### src/rtl/ccff_loader_if.sv
// rtl/ccff_loader_if.sv - host configuration word stream into ccff_loader
interface ccff_loader_if #(
   parameter int WORD_W = 32
) ();
   logic [WORD_W-1:0] cfg_data;
   logic              cfg_valid;
   logic              cfg_ready;

   modport master (output cfg_data, output cfg_valid, input cfg_ready);
   modport slave  (input cfg_data, input cfg_valid, output cfg_ready);
endinterface

### src/rtl/ccff_loader.sv
// rtl/ccff_loader.sv - serialises host words into a ccff chain, LSB first
// CCFF_READBACK_EN adds a recirculating VERIFY pass with CRC-16-CCITT compare.
module ccff_loader #(
   parameter int CHAIN_LEN = 58,
   parameter int WORD_W    = 32
) (
   input  logic         prog_clk,
   input  logic         pReset_n,
   input  logic         start,
   input  logic         abort,
   ccff_loader_if.slave cfg,
   output logic         ccff_head,
   output logic         ccff_en,
   input  logic         ccff_tail,
   output logic         busy,
   output logic         done,
   output logic         error
);
   localparam int NW        = (CHAIN_LEN + WORD_W - 1) / WORD_W;
   localparam int LAST_BITS = CHAIN_LEN - (NW - 1) * WORD_W;
   localparam int CW        = $clog2(WORD_W + 1);
   localparam logic [CW-1:0] FULL_M1 = CW'(WORD_W - 1);
   localparam logic [CW-1:0] LAST_M1 = CW'(LAST_BITS - 1);
   localparam logic [CW-1:0] ONE_C   = CW'(1);
   localparam logic [16:0]   NW_C    = 17'(NW);
   localparam logic [16:0]   LEN_C   = 17'(CHAIN_LEN);

   typedef enum logic [1:0] {IDLE, LOAD, VERIFY, DONE} state_t;

   state_t            state;
   logic [1:0]        rst_sync;
   logic [WORD_W-1:0] bit_buf;
   logic [CW-1:0]     buf_cnt;
   logic [16:0]       words_left;
   logic [16:0]       bit_cnt;
   logic              head_q;
   logic              take;
   logic              next_bit;

   // bit_buf holds the bits still to be driven after the one now on ccff_head
   assign cfg.cfg_ready = (state == LOAD) && (buf_cnt == '0) && (words_left != '0);
   assign take          = cfg.cfg_valid && cfg.cfg_ready;
   assign next_bit      = (buf_cnt != '0) ? bit_buf[0] : cfg.cfg_data[0];
   assign busy          = (state != IDLE);

`ifdef CCFF_READBACK_EN
   logic [15:0] crc_load;
   logic [15:0] crc_chk;

   function automatic logic [15:0] crc_step(input logic [15:0] c, input logic b);
      crc_step = {c[14:0], 1'b0} ^ (((c[15] ^ b) == 1'b1) ? 16'h1021 : 16'h0000);
   endfunction

   // during VERIFY the tail is looped straight back so the chain ends up restored
   assign ccff_head = (state == VERIFY) ? ccff_tail : head_q;
`else
   logic unused_tail;
   assign unused_tail = ccff_tail;
   assign ccff_head   = head_q;
   assign error       = 1'b0;
`endif

   always_ff @(posedge prog_clk or negedge pReset_n) begin
      if (!pReset_n) begin
         state      <= IDLE;
         rst_sync   <= 2'b00;
         bit_buf    <= '0;
         buf_cnt    <= '0;
         words_left <= '0;
         bit_cnt    <= '0;
         head_q     <= 1'b0;
         ccff_en    <= 1'b0;
         done       <= 1'b0;
`ifdef CCFF_READBACK_EN
         error      <= 1'b0;
         crc_load   <= 16'hFFFF;
         crc_chk    <= 16'hFFFF;
`endif
      end else begin
         rst_sync <= {rst_sync[0], 1'b1};
         done     <= 1'b0;
         case (state)
            IDLE: begin
               ccff_en <= 1'b0;
               if (start && !abort && rst_sync[1]) begin
                  state      <= LOAD;
                  words_left <= NW_C;
                  bit_cnt    <= '0;
                  buf_cnt    <= '0;
`ifdef CCFF_READBACK_EN
                  error      <= 1'b0;
                  crc_load   <= 16'hFFFF;
                  crc_chk    <= 16'hFFFF;
`endif
               end
            end
            LOAD: begin
               if (abort) begin
                  state   <= IDLE;
                  ccff_en <= 1'b0;
               end else if (bit_cnt == LEN_C) begin
                  bit_cnt <= '0;
`ifdef CCFF_READBACK_EN
                  state   <= VERIFY;
                  ccff_en <= 1'b1;
`else
                  state   <= DONE;
                  ccff_en <= 1'b0;
                  done    <= 1'b1;
`endif
               end else if (buf_cnt != '0 || take) begin
                  head_q  <= next_bit;
                  ccff_en <= 1'b1;
                  bit_cnt <= bit_cnt + 17'd1;
`ifdef CCFF_READBACK_EN
                  crc_load <= crc_step(crc_load, next_bit);
`endif
                  if (buf_cnt != '0) begin
                     bit_buf <= bit_buf >> 1;
                     buf_cnt <= buf_cnt - ONE_C;
                  end else begin
                     bit_buf    <= cfg.cfg_data >> 1;
                     buf_cnt    <= (words_left == 17'd1) ? LAST_M1 : FULL_M1;
                     words_left <= words_left - 17'd1;
                  end
               end else begin
                  ccff_en <= 1'b0;
               end
            end
`ifdef CCFF_READBACK_EN
            VERIFY: begin
               if (abort) begin
                  state   <= IDLE;
                  ccff_en <= 1'b0;
               end else begin
                  crc_chk <= crc_step(crc_chk, ccff_tail);
                  bit_cnt <= bit_cnt + 17'd1;
                  if (bit_cnt == LEN_C - 17'd1) begin
                     state   <= DONE;
                     ccff_en <= 1'b0;
                     done    <= 1'b1;
                     error   <= (crc_step(crc_chk, ccff_tail) != crc_load);
                  end
               end
            end
`endif
            DONE: begin
               state   <= IDLE;
               ccff_en <= 1'b0;
            end
            default: begin
               state   <= IDLE;
               ccff_en <= 1'b0;
            end
         endcase
      end
   end
endmodule

### src/flat_wrapper.sv
// flat-port wrapper written by rule: the top's interface ports become plain ports
module ccff_loader_flat 
#(
   parameter int CHAIN_LEN = 58,
   parameter int WORD_W    = 32
)
  (prog_clk, pReset_n, start, abort, ccff_head, ccff_en, ccff_tail, busy, done, error, cfg_cfg_data, cfg_cfg_valid, cfg_cfg_ready);
  ccff_loader_if #(.WORD_W(WORD_W)) cfg_i ();
  input  logic prog_clk;
  input  logic pReset_n;
  input  logic start;
  input  logic abort;
  output logic ccff_head;
  output logic ccff_en;
  input  logic ccff_tail;
  output logic busy;
  output logic done;
  output logic error;
  input wire logic [$bits(cfg_i.cfg_data)-1:0] cfg_cfg_data;
  input wire logic [$bits(cfg_i.cfg_valid)-1:0] cfg_cfg_valid;
  output wire logic [$bits(cfg_i.cfg_ready)-1:0] cfg_cfg_ready;
  assign cfg_i.cfg_data = cfg_cfg_data;
  assign cfg_i.cfg_valid = cfg_cfg_valid;
  assign cfg_cfg_ready = cfg_i.cfg_ready;
  ccff_loader #(.CHAIN_LEN(CHAIN_LEN), .WORD_W(WORD_W)) u_core (.prog_clk(prog_clk), .pReset_n(pReset_n), .start(start), .abort(abort), .cfg(cfg_i), .ccff_head(ccff_head), .ccff_en(ccff_en), .ccff_tail(ccff_tail), .busy(busy), .done(done), .error(error));
endmodule
### config.mk
export PLATFORM = sky130hd
export DESIGN_NAME = ccff_loader_flat
export DESIGN_NICKNAME = d
export VERILOG_FILES = /design/src/rtl/ccff_loader_if.sv /design/src/rtl/ccff_loader.sv /design/src/flat_wrapper.sv
export SDC_FILE = /design/constraint.sdc
export NUM_CORES = 1
export LEC_CHECK = 0
export ABC_CLOCK_PERIOD_IN_PS = 3300
export CAP_MARGIN = 20
export CORE_MARGIN = 2
export CORE_UTILIZATION = 35
export DETAILED_ROUTE_END_ITERATION = 12
export HOLD_SLACK_MARGIN = 0.08
export SLEW_MARGIN = 20
export SYNTH_ARGS = -nofsm -noshare
export SYNTH_HDL_FRONTEND = slang
export SYNTH_SLANG_ARGS = --single-unit
### constraint.sdc
create_clock -name prog_clk -period 3.3 [get_ports prog_clk]
set_clock_uncertainty 0.15 [all_clocks]
set_input_delay 0.495 -clock prog_clk [delete_from_list [all_inputs] [get_ports prog_clk]]
set_output_delay 0.495 -clock prog_clk [all_outputs]
set_load 0.005 [all_outputs]
; Word level (Yosys, flattened, before mapping)
; Index checks and enable logic that the tools add are counted.
[word_totals]
register_bits = 79
word_cells = 73
input_bits = 38
[classes]
n_reduce_logical = 18
n_bitwise = 2
n_eq_ne = 10
mux = 31
n_addsub = 3
[ops]
columns = cell, n
row1 = two-way mux 17 bit, 9
row2 = one-hot mux 17 bit (2 select lines), 2
row3 = two-way mux 31 bit, 1
row4 = two-way mux 6 bit, 5
row5 = "adder 17 x 1 -> 17 bit, second input constant", 1
row6 = "== test 17 x 1 -> 1 bit, second input constant", 1
row7 = "== test 17 x 6 -> 1 bit, second input constant", 1
row8 = nonzero test 17 bit, 1
row9 = "subtractor 17 x 1 -> 17 bit, second input constant", 1
row10 = one-hot mux 6 bit (2 select lines), 1
row11 = two-way mux 1 bit, 8
row12 = "inequality test 2 bit, second input constant", 4
row13 = AND reduction 4 bit, 2
row14 = zero test 6 bit, 1
row15 = two-way mux 2 bit, 3
row16 = "inequality test 3 bit, second input constant", 2
row17 = AND reduction 6 bit, 1
row18 = nonzero test 6 bit, 1
row19 = "subtractor 6 x 1 -> 6 bit, second input constant", 1
row20 = logical AND 1 bit, 5
row21 = AND reduction 5 bit, 1
row22 = one-hot mux 2 bit (2 select lines), 1
row23 = nonzero test 2 bit, 2
row24 = two-way mux 3 bit, 1
row25 = other kinds (7), 8

; Logic depth before layout (Yosys ltp)
[depth]
depth_word = 9
mapped_depth = 9

; Worst setup path after synthesis
; No wires, ideal clock.
[synth_timing]
path_kind = register -> register
start = register u_core.words_left[0]
end = register u_core.words_left[1]
setup_slack_ps = 976
arrival_time_ps = 2022
t_required_ps = 2998
stages_incl_launch_ff = 8
path_buffers = 0
path_cell_list = dfrtp_1 > inv_1 > ha_1 > or4b_1 > o41a_1 > o21ai_0 > o31ai_1 > a2bb2oi_1
[synth_via]
elab_chain_len = 6
elab_cells_between_ends = 12
[synth_lines]
columns = item, line
row1 = from (decl), ccff_loader.sv:34  ; logic [16:0] words_left;
row2 = from (signal assigned), ccff_loader.sv:124  ; words_left <= words_left - 17'd1;
row3 = subtractor 17 x 1 -> 17 bit / nonzero test 17 bit (equally long branches), "ccff_loader.sv:124, ccff_loader.sv:41"
row4 = two-way mux 17 bit / logical AND 1 bit (equally long branches), "ccff_loader.sv:118, ccff_loader.sv:41"
row5 = two-way mux 17 bit / logical AND 1 bit (equally long branches), "ccff_loader.sv:111, ccff_loader.sv:42"
row6 = two-way mux 17 bit / logical OR 1 bit (equally long branches), "ccff_loader.sv:101, ccff_loader.sv:111"
row7 = two-way mux 17 bit / inequality test 2 bit (equally long branches), n/a
row8 = one-hot mux 17 bit (2 select lines) / AND reduction 6 bit (equally long branches), n/a
; Parallel ways exist; a longest one is shown, timed or not. The select of a mux whose other input is x is not followed.
; A chain may end at the register's enable or synchronous reset.

; Worst setup path after layout
[layout_timing]
start = register u_core.words_left[0]
end = output port cfg_cfg_ready
[layout_via]
elab_chain_len = 2
[layout_lines]
columns = item, line
row1 = nonzero test 17 bit, ccff_loader.sv:41  ; assign cfg.cfg_ready = (state == LOAD) && (buf_cnt == '0) && (words_left != '0);
row2 = logical AND 1 bit, ccff_loader.sv:41
row3 = to (decl), flat_wrapper.sv:21  ; output wire logic [$bits(cfg_i.cfg_ready)-1:0] cfg_cfg_ready;
; Every way passes these cells.

==> results.env <==
RR_ENDPOINT='u_core.bit_buf[23]'
CTS-HOLD-FIX-BUFFERS=0
POWER_FRAC_SEQ=0.381
TIMING.SLEW.HEADROOM=0.517
FF2FF_PATH_DEPTH=8
CTS_SETUP_BUFFERS=0
DETAIL_ROUTE.WIRELENGTH_UM=10500
CORE-AREA_SQ_UM=11900
POWER.IR.VDD_WORST_mV=0.354
UNREPAIRED_SETUP_ENDPOINTS_AFTER_GLOBAL_ROUTING='false'
SYNTH-EDFF-COUNT=0
FLOORPLAN.DIE.HEIGHT_UM=114
GRT_PASS1_VIAS=3763
MIN_PERIOD_PS=2900
DIE_X_UM=114
MAXCAPVIOLCOUNT=0
FLOORPLAN.INITIALDENSITY=0.356
LAYOUT.CELL_AREA.NON_FILLER_SQ_UM=5140
FINALCRITPERIODSHARE=0.878
LAYOUT_CELL_SHARE_WITH_DRIVE_STRENGTH_BEYOND_1=0.0806
MULTIINPUTGATEAREA_SQ_UM=2070
SYNTH_FLOP_CELL='sky130_fd_sc_hd__dfrtp_1'
GRT_USE_MET2=0.273
GRT_START_MAX_NET_PINS=79
CLOCK_LATENCY_ON_THE_WORST_SKEW_PAIR_PS=330
SYN_AVG_CELL_AREA_SQ_UM=8.79
ROW_COUNT=40
YS_ASYNC_SR_FRACTION=1.00
SYNTH.YOSYS.WARNINGS=0
INTERNAL_POWER_W=0.00238
POWER_SWITCHING_W=0.00124
POST_DP_CELL_AREA_SQ_UM=4800
POWER.SHARE.CLOCK=0.313
FINAL_HOLD_VIOL_COUNT=0
COMBINATIONALPOWERSHARE=0.306
PRE_CTS_SLACK_PS=442
HPWLAFTERDP_UM=6770
POWER.LEAKAGE_nW=2.07
FLOORPLAN.IO_PINS=44
FINALSETUPVIOLATIONS=0
GRT_UTIL_MET3=0.0339
GR-MAX-USAGE-LAYER='met2'
PORT_BUFFERS=41
MAXCLOCKFREQUENCY_GHz=0.345
SYN_NETS=526
SYNTHTOLAYOUTAREAGROWTH_PCT=21.3
SEQUENTIAL_CELL_AREA_SQ_UM=1950
GRTUSAGEMET1=0.226
SYNTH_SEQ_AREA_SHARE=0.460
ANTENNA_FOUND_INITIAL=0
POWER.SWITCHING_FRACTION=0.343
GLOBAL_ROUTE_WIRE_LENGTH_BEFORE_REPAIR_UM=17800
CLKTRANSATPATHREGS_PS=60
WL_PER_CELL_UM=15.7
WORST_SETUP_MARGIN_PS=402
SYNTH.CELL_AREA_SQ_UM=4240
FINAL.FILL_COUNT=1186
POSTSYNTHREGISTERBITS=78
TIMING.CRITICAL_PATH.FROM_TYPE='flip-flop'
FLOORPLAN.DIE_AREA_SQ_UM=13000
FINALSETUPTNS_PS=0
GLOBALROUTE.TOTALOVERFLOW=0
GP_CONGESTION=0.868
ROUTE.ANTENNA.REMAINING_NETS=0
DRTITER0DRC=201
R2R_START='u_core.words_left[0]'
CRITICAL_PATH_PEAK_FANOUT=4
TRITONCTS_NUM_SINKS=78
TRITONCTS.NUM_BUFFERS=9
NUM_VIAS=3813
P_PER_AREA_nW_PER_UM2=704
TRITONCTS='done'
CTS_RESIZED=0
FINALMAXSLEWVIOLATIONS=0
DRC=0
TIMING.SETUP.CRITICAL_PATH_CLASS='reg2out'
N_ANTENNA_CELL=0
HOLD_WS_PS=34.4
ROUTE.DETAILED.VIAS_PER_INST=5.71
FILLER_FREE_CELL_COUNT_OF_THE_FINISHED_DESIGN=668
SETUP.REG_TO_REG.WORST_SLACK_PS=440
POST_SYNTH_INST_COUNT=482
OUTCOME='complete, no violations'
CP.REQUIRED_PS=2650
WORSTMARGINPINSLEW_PS=725
PLACE.DETAILED.INSTANCES=653
WORST_SETUP_EP_TYPE='output port'
CTSROOTBUFFERMASTER='sky130_fd_sc_hd__clkbuf_16'
GROUTE.USAGE.OVERALL=0.169
HTREE_NUM_LEVELS=3
CTS.PATH.MAX_BUFFERS=2
FIRST_PASS_ITERATION_COUNT_OF_THE_DETAILED_ROUTER=5
WORST_HOLD_CLASS='in2async'
NETS=561
POST_SYNTH_NUM_CELL_TYPES=57
CRITPATHARRIVALTIME_PS=2250
-- metal layers --
layer	vias up	wire length, um
met5	-	0
met3	15	417
met1	1855	5080
met4	0	183
met2	88	4830
li1	1855	-
-- flip-flops by register name (all words and copies together) (netlist names) --
signal	flops
u_core.bit_buf	31
u_core.bit_cnt	17
u_core.buf_cnt	6
u_core.ccff_en	1
u_core.ccff_head	1
u_core.done	1
u_core.rst_sync	2
u_core.state	2
u_core.words_left	17
-- power by group through the flow --
stage                     Sequential, W  Combinational (W)  Clock (W)
final                           0.00138            0.00111    0.00113
after global routing            0.00142            0.00126    0.00120
after CTS                       0.00138            0.00112    0.00115
after detailed placement        0.00139            0.00111          0
after global placement          0.00138            0.00109          0
after floorplan                 0.00135           0.000819          0
-- placed cells by master, fill, tap and decap left out, drive strengths merged, types with 5 or more instances in the layout --
cell type,n
nand2,91
dfrtp,78
clkdlybuf4s50,40
a21oi,40
a31oi,39
inv,25
nor2,20
nand3,16
nor4,15
nand4,13
o21ai,13
o211ai,12
buf,12
clkbuf,11
o221ai,9
nor3,8
o31ai,8
ha,6
and3,5
or3,5
-- area by class of cell --
type,count,share of cell area
Clock buffer,11,0.0472
Clock inverter,4,0.0185
Inverter,26,0.0190
Multi-Input combinational cell,350,0.402
Sequential cell,78,0.379
Tap cell,147,0.0358
Timing Repair Buffer,52,0.0985
-- synthesized netlist by cell type (8+ instances only) --
master	instances	area (sq um)
sky130_fd_sc_hd__inv_1	24	90.1
sky130_fd_sc_hd__nand2_1	90	338
sky130_fd_sc_hd__o211ai_1	12	90.1
sky130_fd_sc_hd__a21oi_1	40	200
sky130_fd_sc_hd__o31ai_1	8	60.1
sky130_fd_sc_hd__nor2_1	19	71.3
sky130_fd_sc_hd__a31oi_1	38	238
sky130_fd_sc_hd__nor4_1	14	87.6
sky130_fd_sc_hd__o221ai_1	9	78.8
sky130_fd_sc_hd__nand3_1	16	80.1
sky130_fd_sc_hd__nand4_1	13	81.3
sky130_fd_sc_hd__o21ai_0	10	50.1
sky130_fd_sc_hd__dfrtp_1	78	1950
sky130_fd_sc_hd__clkbuf_1	21	78.8
sky130_fd_sc_hd__nor3_1	8	40.0
-- stage by stage --
stage                util  total power (W)
finish              0.432          0.00362
global route        0.432          0.00388
floorplan               -          0.00217
detailed placement  0.403          0.00250
global placement    0.403          0.00247
CTS                 0.432          0.00365
-- how the worst max path moves through the flow --
stage	end	cells after the start	start	slack, ps
global placement	u_core.bit_buf[30]	8	u_core.words_left[0]	480
global route	u_core.bit_buf[23]	8	u_core.words_left[0]	230
detailed placement	u_core.bit_buf[26]	8	u_core.words_left[0]	440
finish	cfg_cfg_ready	6	u_core.words_left[0]	400
floorplan	u_core.words_left[1]	7	u_core.words_left[0]	980
CTS	cfg_cfg_ready	6	u_core.words_left[0]	390
-- worst max-delay path: stages (launching register included) --
cell and delay, ps:
sky130_fd_sc_hd__dfrtp_1 410, sky130_fd_sc_hd__inv_1 110, sky130_fd_sc_hd__ha_1 160, sky130_fd_sc_hd__or4b_1 540
sky130_fd_sc_hd__nor3_1 180, sky130_fd_sc_hd__nor2_1 70, sky130_fd_sc_hd__clkdlybuf4s50_1 440
-- kinds of logic after synthesis --
logic type                 share of synthesized area
AOI/OAI and AO/OA                              0.233
xor gates and xnor gates                     0.00207
adders and majority gates                     0.0177
buffers and inverters                         0.0549
DFF                                            0.460
muxes                                        0.00236
other                                        0.00177
and+or+nand+nor                                0.228
(Power assumes the default switching activity.)
